`config.mk`:
```
export PLATFORM = sky130hd
export DESIGN_NAME = axi_single_beat_master
export DESIGN_NICKNAME = d
export VERILOG_FILES = /design/src/rtl/axi_pkg.sv /design/src/rtl/axi_single_beat_master.sv
export SDC_FILE = /design/constraint.sdc
export NUM_CORES = 1
export LEC_CHECK = 0
export ABC_AREA = 1
export BUFFER_PORTS_ARGS = -buffer_cell sky130_fd_sc_hd__buf_4
export CAP_MARGIN = 40
export CELL_PAD_IN_SITES_DETAIL_PLACEMENT = 1
export CELL_PAD_IN_SITES_GLOBAL_PLACEMENT = 2
export CORE_AREA = 2 2 144 174
export CTS_CLUSTER_SIZE = 25
export DETAILED_ROUTE_END_ITERATION = 7
export DIE_AREA = 0 0 146 176
export PLACE_DENSITY = 0.71
export SLEW_MARGIN = 20
export SYNTH_ARGS = -nofsm -noshare
export SYNTH_HDL_FRONTEND = slang
export SYNTH_SLANG_ARGS = --single-unit
```
`constraint.sdc`:
```
create_clock -name ACLK -period 1.3 [get_ports ACLK]
set_clock_uncertainty 0.15 [all_clocks]
set_input_delay 0.065 -clock ACLK [delete_from_list [all_inputs] [get_ports ACLK]]
set_output_delay 0.065 -clock ACLK [all_outputs]
set_load 0.02 [all_outputs]
```
`src/rtl/axi_pkg.sv`:
```
// Shared AXI4 constants and the state type of the single-beat master.
package axi_pkg;

   localparam logic [1:0] RESP_OKAY   = 2'b00;
   localparam logic [1:0] RESP_EXOKAY = 2'b01;
   localparam logic [1:0] RESP_SLVERR = 2'b10;
   localparam logic [1:0] RESP_DECERR = 2'b11;

   localparam logic [1:0] BURST_INCR = 2'b01;
   localparam logic [2:0] SIZE_4B    = 3'b010;

   typedef enum logic [2:0] {
      ST_IDLE,
      ST_AR,
      ST_R,
      ST_AW_W,
      ST_B
   } master_state_t;

endpackage

```
`src/rtl/axi_single_beat_master.sv`:
```
// Core request port to AXI4 master bridge: one single-beat INCR read or write
// in flight at a time, with a registered one-cycle completion pulse.
module axi_single_beat_master
   import axi_pkg::*;
#(
   parameter int          ID_W      = 4,
   parameter int          ADDR_W    = 32,
   parameter int          DATA_W    = 32,
   parameter int unsigned MASTER_ID = 0
) (
   input  logic                ACLK,
   input  logic                ARESET,
   input  logic                req_i,
   input  logic                we_i,
   input  logic [ADDR_W-1:0]   addr_i,
   input  logic [DATA_W-1:0]   wdata_i,
   input  logic [DATA_W/8-1:0] wstrb_i,
   output logic [DATA_W-1:0]   rdata_o,
   output logic                done_o,
   output logic                err_o,
   output logic                busy_o,
   output logic [ID_W-1:0]     AWID_M,
   output logic [ADDR_W-1:0]   AWADDR_M,
   output logic [3:0]          AWLEN_M,
   output logic [2:0]          AWSIZE_M,
   output logic [1:0]          AWBURST_M,
   output logic                AWVALID_M,
   input  logic                AWREADY_M,
   output logic [DATA_W-1:0]   WDATA_M,
   output logic [DATA_W/8-1:0] WSTRB_M,
   output logic                WLAST_M,
   output logic                WVALID_M,
   input  logic                WREADY_M,
   input  logic [ID_W-1:0]     BID_M,
   input  logic [1:0]          BRESP_M,
   input  logic                BVALID_M,
   output logic                BREADY_M,
   output logic [ID_W-1:0]     ARID_M,
   output logic [ADDR_W-1:0]   ARADDR_M,
   output logic [3:0]          ARLEN_M,
   output logic [2:0]          ARSIZE_M,
   output logic [1:0]          ARBURST_M,
   output logic                ARVALID_M,
   input  logic                ARREADY_M,
   input  logic [ID_W-1:0]     RID_M,
   input  logic [DATA_W-1:0]   RDATA_M,
   input  logic [1:0]          RRESP_M,
   input  logic                RLAST_M,
   input  logic                RVALID_M,
   output logic                RREADY_M
);

   localparam logic [ID_W-1:0] MID = ID_W'(MASTER_ID);

   master_state_t       state;
   logic [ADDR_W-1:0]   addr_q;
   logic [DATA_W-1:0]   wdata_q;
   logic [DATA_W/8-1:0] wstrb_q;
   logic                aw_done;
   logic                w_done;
   logic                r_bad;
   logic                b_bad;

   assign AWID_M    = MID;
   assign AWADDR_M  = addr_q;
   assign AWLEN_M   = 4'd0;
   assign AWSIZE_M  = SIZE_4B;
   assign AWBURST_M = BURST_INCR;
   assign WDATA_M   = wdata_q;
   assign WSTRB_M   = wstrb_q;
   assign WLAST_M   = 1'b1;
   assign ARID_M    = MID;
   assign ARADDR_M  = addr_q;
   assign ARLEN_M   = 4'd0;
   assign ARSIZE_M  = SIZE_4B;
   assign ARBURST_M = BURST_INCR;
   assign busy_o    = (state != ST_IDLE);

   // A channel counts as done once its valid has dropped or it handshakes now.
   always_comb begin
      aw_done = !AWVALID_M || AWREADY_M;
      w_done  = !WVALID_M || WREADY_M;
      r_bad   = (RRESP_M != RESP_OKAY) || (RID_M != MID) || !RLAST_M;
      b_bad   = (BRESP_M != RESP_OKAY) || (BID_M != MID);
   end

   always_ff @(posedge ACLK) begin
      if (ARESET) begin
         state     <= ST_IDLE;
         addr_q    <= '0;
         wdata_q   <= '0;
         wstrb_q   <= '0;
         rdata_o   <= '0;
         done_o    <= 1'b0;
         err_o     <= 1'b0;
         AWVALID_M <= 1'b0;
         WVALID_M  <= 1'b0;
         BREADY_M  <= 1'b0;
         ARVALID_M <= 1'b0;
         RREADY_M  <= 1'b0;
      end else begin
         done_o <= 1'b0;
         err_o  <= 1'b0;
         unique case (state)
            ST_IDLE: begin
               if (req_i) begin
                  addr_q  <= addr_i;
                  wdata_q <= wdata_i;
                  wstrb_q <= wstrb_i;
                  if (we_i) begin
                     AWVALID_M <= 1'b1;
                     WVALID_M  <= 1'b1;
                     state     <= ST_AW_W;
                  end else begin
                     ARVALID_M <= 1'b1;
                     state     <= ST_AR;
                  end
               end
            end
            ST_AR: begin
               if (ARREADY_M) begin
                  ARVALID_M <= 1'b0;
                  RREADY_M  <= 1'b1;
                  state     <= ST_R;
               end
            end
            ST_R: begin
               // Erroneous responses are consumed and their data kept all the same.
               if (RVALID_M) begin
                  RREADY_M <= 1'b0;
                  rdata_o  <= RDATA_M;
                  done_o   <= 1'b1;
                  err_o    <= r_bad;
                  state    <= ST_IDLE;
               end
            end
            ST_AW_W: begin
               if (AWREADY_M) AWVALID_M <= 1'b0;
               if (WREADY_M)  WVALID_M  <= 1'b0;
               if (aw_done && w_done) begin
                  BREADY_M <= 1'b1;
                  state    <= ST_B;
               end
            end
            ST_B: begin
               if (BVALID_M) begin
                  BREADY_M <= 1'b0;
                  done_o   <= 1'b1;
                  err_o    <= b_bad;
                  state    <= ST_IDLE;
               end
            end
            default: state <= ST_IDLE;
         endcase
      end
   end

endmodule

```
==> impl_summary.txt <==
----------------------------------------------------
[Detailed routing]
  Ratio of routed vias to standard cells ... 4.018
  Initial DRC Count ... 113
  Antenna Nets Post-Route ... 0
  Post-route DRC violation count ... 0
  Length of the first detailed-routing pass in iterations ... 4
  Detailed Route WL ... 18760 um
  Average wire per standard cell ... 14.88 um
  Vias after detailed routing ... 5067

[Cells and area]
  Storage element area ... 2211 um^2
  Fraction of layout cells with a size suffix above 1 ... 44.42%
  Fill count ... 2845
  Area used by multi-input combinational logic ... 1982 um^2
  Final net count ... 1058
  Total inserted antenna cells ... 0
  Final core area utilization ... 36.43%
  Area added between synthesis and finish ... 94.30%
  Final instance area ... 8703 um^2

[Logic synthesis]
  Total number of yosys warnings ... 0
  Post-synthesis instance area ... 4479 um^2
  Gate count after technology mapping ... 574
  Cell accounting for the most synthesized area ... dfxtp_1
  Share of the yosys chip area belonging to registers ... 49.16%
  Synthesized area per cell ... 7.804 um^2
  Cell types with the largest area share after synthesis ... dfxtp_1 (49%), nor2_1 (17%), o21ai_0 (10%)
  Fraction of synthesized cell area taken by the top area cell type ... 49.16%
  Netlist cell types ... 27
  Number of synthesized register bits ... 110

[Floorplanning]
  Starting density of the core ... 18.75%
  Die ar. ... 25700 um^2
  Width of the die ... 146 um
  Height of the die ... 176 um
  Core box area ... 23890 um^2
  # IOs ... 289
  Cell Rows ... 62

[STA]
  Final Cycle Share ... 110.0%
  Setup total negative slack ... -8691 ps
  Final Worst Setup Slack ... -129.9 ps
  RSZ-0062 raised after global routing ... true
  Final slew viol count ... 0
  Count of final setup violators ... 104
  Highest clock frequency the design can meet ... 699.3 MHz
  Minimum clock period ... 1430 ps
  Final Hold Vio Count ... 0

[Pwr]
  Leakage ... 4.033 nW
  Max rail drop VDD ... 0.5973 mV
  Total Power ... 16.01 mW
  Cell Pwr Density ... 1839 nW/um^2

[GRT]
  Most crowded layer after global routing ... met2
  GR Layer Usage met2 ... 24.94%
  Met1 usage ... 14.82%
  Total track usage ... 13.45%
  Total congestion overflow after global routing ... 0
  Pin count of the biggest net entering global routing ... 42
  First-pass GRT wire length ... 27740 um
  Via count of the first global-routing pass ... 5262
  Met3 track utilization from global routing ... 3.282%
  Initial antenna violation count ... 0

[Clock network]
  Clock root buffer ... clkbuf_16
  CTS Buf Count ... 9
  Worst-Skew Late Latency ... 360 ps
  Clock edge transition at the registers on the reported setup and hold paths ... 80 ps
  Number of levels in the clock H-tree ... 3
  Maximum clock insertion buffer count ... 2
  CTS tree ... done
  CTS Sinks ... 110

[Critical path]
  Data arrival at the endpoint of the critical path ... 1530 ps
  Worst endpoint required time ... 1400 ps
  Type of origin of the critical path ... register
  Reg2Reg Launch Point ... state[1]$_SDFFE_PP0P_
  Endpoint of the lowest-slack register-to-register path ... rdata_o[10]$_SDFFE_PP0N_
  Worst reg2reg path depth ... 7
  Register-to-register setup slack ... -130 ps
  Max FO, Critical Path ... 8
  Category of the most critical setup path ... reg2reg
  Endpoint class of the critical path ... register

[Hold path]
  Destination of the worst hold path ... state[0]$_SDFFE_PP0P_
  Hold WC Path Type ... in2reg
  Hold Path Cell Cnt ... 6
  Launch point of the worst hold path ... req_i

[Run status]
  Violated checks ... negative setup slack
  Result of the run ... finished, violations left

[Placement]
  Number of input and output port buffers inserted ... 261
  Post-detailed-placement half-perimeter wirelength ... 11560 um
  Area of placed instances ... 6614 um^2
  Gp weighted congestion ... 0.7224

[Flow run]
  Max-cap violations ... 0

----------------------------------------------------
[Yosys cell counts, drive strengths merged]
master	number
dfxtp	110
conb	2
inv	17
nand3	9
a211oi	2
a22oi	1
nand3b	1
nand2	13
buf	77
clkbuf	13
nand4	1
nor3	1
o21ai	103
a21oi	4
o21bai	2
nor2	218
[what timing repair did]
item                                   in CTS  in global routing
hold buffers                              121                  0
pin swaps                                   2                 33
cloned                                      0                  6
setup endpoints to repair                 107                111
endpoints found under the hold margin     109                  0
buffers inserted                            0                  4
resized for setup                          18                140
[where the power goes]
part	internal, mW	total, mW	switching (mW)	leakage, nW
combinational	3.53	8.01	4.48	2.97
clock	1.58	2.99	1.41	0.152
sequential	4.33	5.01	0.677	0.907
[cells by family (layout without fill, tap and decap cells)]
kind of cell / Yosys count / in the layout / share of synthesized area [%]
buf+inv: 107 / 449 / 15.67
simple gates: 243 / 243 / 22.21
other cells: 2 / 27 / 0.1677
flops: 110 / 110 / 49.16
compound gates: 112 / 112 / 12.79
[registers in the layout (all words and copies together), names as in the netlist]
| signal | count |
|---|---|
| ARADDR_M | 32 |
| WSTRB_M | 4 |
| BREADY_M | 1 |
| WDATA_M | 32 |
| done_o | 1 |
| RREADY_M | 1 |
| WVALID_M | 1 |
| state | 3 |
| rdata_o | 32 |
| AWVALID_M | 1 |
| err_o | 1 |
| ARVALID_M | 1 |
[metal layers]
metal,vias to the layer above,wire (um)
li1,2461,-
met1,2396,7348
met2,191,9867
met3,19,1174
met4,0,372
met5,-,0
[worst max-delay path, cell delays in order (launching register included)]
cell,delay (ps)
dfxtp_4,390
inv_4,40
nor2_4,120
nand3_4,100
buf_12,170
clkbuf_16,170
o21ai_2,130
nor2_1,60
[through the flow]
| step | worst slack (ps) | hold slack, ps | instances |
|---|---|---|---|
| after floorplan | -109.1 | -23.35 | 599 |
| after global placement | -228.0 | 136.9 | 1115 |
| after detailed placement | -269.9 | 143.7 | 1115 |
| after CTS | -125.8 | 230.7 | 1252 |
| after global routing | -182.1 | 248.9 | 1261 |
| final | -129.9 | 198.8 | 1261 |
[area by class of cell]
cell class / instances / area share (%)
inverters: 17 / 1.006
flip-flops and latches: 110 / 25.40
well taps: 320 / 4.600
clock buffers: 10 / 2.746
multi-input cells: 382 / 22.77
repair buffers: 416 / 42.61
clock inverters: 6 / 0.8626
[placed cells by master, fill, tap and decap left out, types with 10 or more instances in the layout]
cell type | netlist | routed
dlygate4sd3_1 | 0 | 121
nor2_1 | 205 | 164
buf_4 | 59 | 271
clkbuf_16 | 0 | 14
o21ai_2 | 0 | 25
buf_12 | 0 | 10
nor2_2 | 11 | 45
dfxtp_1 | 110 | 107
conb_1 | 2 | 27
o21ai_0 | 92 | 53
inv_1 | 15 | 10
o21ai_1 | 11 | 24
[worst max-delay path by stage]
stage / endpoint / startpoint
after global routing: WDATA_M[17]$_SDFFE_PP0P_ / state[2]$_SDFFE_PP0P_
after detailed placement: rdata_o[26]$_SDFFE_PP0N_ / state[1]$_SDFFE_PP0P_
after CTS: busy_o / state[2]$_SDFFE_PP0P_
final: rdata_o[10]$_SDFFE_PP0N_ / state[1]$_SDFFE_PP0P_
after floorplan: ARADDR_M[10]$_SDFFE_PP0P_ / state[1]$_SDFFE_PP0P_
after global placement: rdata_o[26]$_SDFFE_PP0N_ / state[1]$_SDFFE_PP0P_
No activity file was read; power rests on OpenSTA's default activity.
